## config.mk

```make
export PLATFORM = sky130hd
export DESIGN_NAME = bcd_addsub_serial
export DESIGN_NICKNAME = d
export VERILOG_FILES = /design/src/rtl/bcd_addsub_serial.sv
export SDC_FILE = /design/constraint.sdc
export NUM_CORES = 1
export LEC_CHECK = 0
export ABC_AREA = 0
export CORE_ASPECT_RATIO = 0.8
export CORE_MARGIN = 1.5
export CORE_UTILIZATION = 35
export DETAILED_ROUTE_END_ITERATION = 8
export SETUP_SLACK_MARGIN = 0.4
export SYNTH_ARGS = -nofsm -noshare
export SYNTH_HDL_FRONTEND = slang
export SYNTH_SLANG_ARGS = --single-unit
export TNS_END_PERCENT = 1
```

## constraint.sdc

```tcl
create_clock -name clk -period 3.2 [get_ports clk]
set_input_delay 0.32 -clock clk [delete_from_list [all_inputs] [get_ports clk]]
set_output_delay 0.32 -clock clk [all_outputs]
set_load 0.02 [all_outputs]
```

## src/rtl/bcd_addsub_serial.sv

```systemverilog
// Digit-serial packed-BCD adder/subtractor: one decimal digit per clock, LSD first.
// Subtraction adds the nines complement of b with an inverted borrow as carry-in.
module bcd_addsub_serial #(
   parameter int DIGITS = 4
) (
   input  logic                  clk,
   input  logic                  rst_n,
   input  logic                  in_valid,
   output logic                  in_ready,
   input  logic [4*DIGITS-1:0]   a,
   input  logic [4*DIGITS-1:0]   b,
   input  logic                  op,
   input  logic                  cin,
   output logic                  out_valid,
   input  logic                  out_ready,
   output logic [4*DIGITS-1:0]   s,
   output logic                  cout,
   output logic                  err
);
   // state | meaning
   // IDLE  | waiting for an operand request, in_ready = 1
   // RUN   | processing digit cnt, one per clock
   // DONE  | result presented, waiting for out_ready
   localparam int W  = 4 * DIGITS;
   localparam int CW = (DIGITS > 1) ? $clog2(DIGITS) : 1;

   typedef enum logic [1:0] {IDLE, RUN, DONE} state_t;

   state_t          state;
   logic [W-1:0]    a_sh;
   logic [W-1:0]    b_sh;
   logic [W-1:0]    acc;
   logic [CW-1:0]   cnt;
   logic            c;
   logic            op_r;
   logic            err_r;

   logic [4:0]      t;
   logic [4:0]      t_adj;
   logic [3:0]      s_k;
   logic            c_next;
   logic [W-1:0]    acc_next;
   logic            last;

   function automatic logic [W-1:0] nines(input logic [W-1:0] v);
      logic [W-1:0] r;
      r = '0;
      for (int i = 0; i < DIGITS; i++) r[4*i +: 4] = 4'd9 - v[4*i +: 4];
      return r;
   endfunction

   function automatic logic has_bad(input logic [W-1:0] v);
      logic r;
      r = 1'b0;
      for (int i = 0; i < DIGITS; i++) r = r | (v[4*i +: 4] > 4'd9);
      return r;
   endfunction

   always_comb begin
      t      = 5'(a_sh[3:0]) + 5'(b_sh[3:0]) + 5'(c);
      t_adj  = t + 5'd6;
      s_k    = t[3:0];
      c_next = 1'b0;
      if (t > 5'd9) begin
         s_k    = t_adj[3:0];
         c_next = 1'b1;
      end
      // new digit enters at the MSD end so digit 0 ends up in the low nibble
      acc_next = (acc >> 4) | (W'(s_k) << (W - 4));
   end

   assign last = (cnt == CW'(DIGITS - 1));

   always_ff @(posedge clk or negedge rst_n) begin
      if (!rst_n) begin
         state     <= IDLE;
         in_ready  <= 1'b1;
         out_valid <= 1'b0;
         s         <= '0;
         cout      <= 1'b0;
         err       <= 1'b0;
         a_sh      <= '0;
         b_sh      <= '0;
         acc       <= '0;
         cnt       <= '0;
         c         <= 1'b0;
         op_r      <= 1'b0;
         err_r     <= 1'b0;
      end else begin
         case (state)
            IDLE: begin
               if (in_valid) begin
                  a_sh     <= a;
                  b_sh     <= op ? nines(b) : b;
                  c        <= op ? ~cin : cin;
                  op_r     <= op;
                  err_r    <= has_bad(a) | has_bad(b);
                  cnt      <= '0;
                  state    <= RUN;
                  in_ready <= 1'b0;
               end
            end
            RUN: begin
               a_sh <= a_sh >> 4;
               b_sh <= b_sh >> 4;
               acc  <= acc_next;
               c    <= c_next;
               cnt  <= cnt + CW'(1);
               if (last) begin
                  state     <= DONE;
                  out_valid <= 1'b1;
                  s         <= err_r ? '0 : acc_next;
                  cout      <= err_r ? 1'b0 : (op_r ? ~c_next : c_next);
                  err       <= err_r;
               end
            end
            DONE: begin
               if (out_ready) begin
                  state     <= IDLE;
                  out_valid <= 1'b0;
                  in_ready  <= 1'b1;
               end
            end
            default: begin
               state     <= IDLE;
               out_valid <= 1'b0;
               in_ready  <= 1'b1;
            end
         endcase
      end
   end
endmodule

```

==> impl_results.md <==
* Hold Path Class: input pin to asynchronous set/reset pin
* ANT nets after route at 0
* Setup violations, final at 0
* Number of global-route vias before repair at 2691
* Num rows at 32
* Later-pin clock latency in the skew report at ~330 ps
* Filler Cell Count at 899
* I/O pin cnt at between 50 and 60
* GP Congestion at roughly 0.79
* Area of the multi-input gates at 0.00157 mm^2
* H-tree depth at 3
* DIE WIDTH at 113 um
* Average size of a mapped cell at 9.39 um^2
* Fin crit share at between 80 and 90%
* GR Util All Layers at about 16%
* Root Driver: clkbuf_16
* Pwr/cell area at 1250 mW/mm^2
* Data arrival time of the worst path at about 3100 ps
* Maximum net fanout on the critical path at 4
* Syn_nets at 412
* Tightest Pin Transition at 908 ps
* Register area share after synthesis at between 50% and 60%
* Total Power at between 0.005 and 0.006 W
* Dpl hpwl at 5250 um
* Register-to-register setup slack at 390 ps
* WL/cell at 14.3 um
* Vias per cell at 5.04
* Synth top area share at 51.4%
* Critical Path RT at between 3000 and 4000 ps
* Mapped Cells at 363
* GR Overflow Total at 0
* Largest net degree at the start of global routing at 72
* Post-Layout Cell Count at 550
* RR Endpoint: s[14]
* Post-synth ARST share at 100%
* Commonest non-fill, non-tap cell in the layout: dfrtp_1
* Synth cell types at 38
* Final Slew Violations at 0
* Clock sinks at 71
* Register-to-Register Path Depth at 9
* Fin nets at between 400 and 500
* CTS tree: built
* Initial Utilization at 35.6%
* Max cap viols at 0
* DP Cell Count at 526
* Post-Syn Area at 0.00341 mm^2
* Initial antenna violation count at 0
* Clock transition at the registers of the reported paths at 60 ps
* Layout Skew at ~7.8 ps
* Top cells by area, synth: dfrtp_1 51%, nand2_1 7.6%, o21ai_1 4.7%, nor2_1 4.6%, ha_1 3.3%
* Post-synthesis register bit count at 71
* RR Startpoint: c
* Die area at 0.0103 mm^2
* TNS Setup at 0 ps
* Fraction of layout cells with a size suffix above 1 at 10.9%
* RSZ-0062 raised after global routing: true
* Register area at 0.00178 mm^2
* Commonest cells after routing, fill and taps aside: 70 x dfrtp_1, 69 x nand2_1, 56 x clkdlybuf4s50_1
* Status: finished, final reports clean
* Max clock buf depth at 2
* DRT Wirelength at 7890 um
* Max Fclk at 0.356 GHz
* Placeable Area at about 0.0096 mm^2
* Max VDD drop at 0.000493 V
* Main synth FF type: dfrtp_1
* First-pass GRT wire length at 13200 um
* Yosys warns at 0
* PortBufs at 57
* Vias at 2771
* Hold Violations, Final at 0
* Leakage Power at 2.02 nW
* CP Capture Type: flip-flop
* Worst rel slew slack at 39.5%
* Post-synth EDFFs at 0
* Residual DRC count at 0
* Crit Path Class: flip-flop to flip-flop
* CTS Buf Count at 9
* Hold_buf cts at 0
* CP Launch Type: flip-flop
* Cell taking the most area after synthesis: dfrtp_1
* # diodes at 0
* Shortest period the worst path allows at 2810 ps
* DRT iter0 DRCs at between 100 and 150
* Die H at 91.3 um
* Layout area overhead at 33.5%
* Initial DRT Pass Iterations at 4
## area by class of cell
class                      instances  area share (%)
clock buffer                      10            5.03
multi-input combinational        260            34.5
tap                              119            3.27
sequential                        71            39.1
inverter                          10           0.880
clock inverter                     6            2.03
timing repair buffer              74            15.2
## layer usage
layer	wire length, um	up-vias	global-route usage (%)
met4	70	0	4.17
met3	336	7	4.07
met2	3810	68	26.1
li1	-	1365	-
met1	3670	1331	22.1
met5	0	-	0
## where the power goes
part / internal [W] / leakage (nW) / switching, W
combinational: 0.00145 / 0.975 / 0.00156
sequential: 0.00132 / 0.895 / 0.000299
clock: 0.000688 / 0.150 / 0.000394
total: 0.00345 / 2.02 / 0.00226
## logic make-up (layout without fill, tap and decap cells)
group | count (synthesis) | in the layout | synth area share (%)
AO/OA/AOI/OAI | 81 | 81 | 15.5
multiplexers | 7 | 7 | 2.09
adder cells (fa/ha/maj) | 11 | 11 | 4.48
XOR/XNOR | 10 | 10 | 2.57
flip-flops | 71 | 71 | 52.1
AND/OR/NAND/NOR | 151 | 151 | 19.6
buffers and inverters | 32 | 100 | 3.56
## worst max-delay path, stage by stage, from the launching register on
cell and delay, ps:
dfrtp_1 400, fa_2 420, fa_2 560, inv_4 50, ha_4 160, nor2b_1 120, a31o_1 200, or3_4 370
and2_4 200, o311ai_2 240
## registers in the layout (all words and copies together) (netlist names)
name       flops
cout           1
b_sh          16
op_r           1
s             16
acc           12
state          2
in_ready       1
err_r          1
err            1
out_valid      1
c              1
cnt            2
a_sh          16
## metrics by stage
step / hold slack (ps) / area (um^2) / utilization, % / setup WS, ps
finish: 177 / 4550 / 47.6 / 388
global route: 294 / 4550 / 47.6 / 289
CTS: 242 / 4510 / 47.2 / 405
detailed placement: 468 / 4120 / 43.0 / 272
global placement: 464 / 4120 / 43.0 / 313
floorplan: 24.4 / 3420 / - / 404
## worst max path at each step
stage,startpoint,endpoint,slack [ps],cells past startpoint
3_3_place_gp,c,s[14],310,9
4_1_cts,b_sh[0],s[14],410,9
3_5_place_dp,c,s[14],270,9
5_1_grt,c,s[14],290,9
6_report,c,s[14],390,9
2_1_floorplan,c,s[14],400,9
## what timing repair did
| action | in CTS | in global routing |
|---|---|---|
| setup endpoints to repair | 5 | 5 |
| gates resized for setup | 6 | 3 |
| pin swaps | 5 | 4 |
| setup buffers | 6 | 2 |
## synth_stat cells (3+ instances only)
library cell  number
dfrtp_1           70
nand2_1           69
nor2_1            42
o21ai_1           32
clkbuf_1          18
nand2b_1          16
o22ai_1           12
inv_1             10
a221o_1            9
ha_1               9
o21ai_0            9
a21oi_1            7
nand3_1            7
mux2i_1            6
nor2b_1            5
xnor2_1            5
xor2_1             5
a22oi_1            3
buf_1              3
Note: power is estimated with default switching activity, not from simulation.
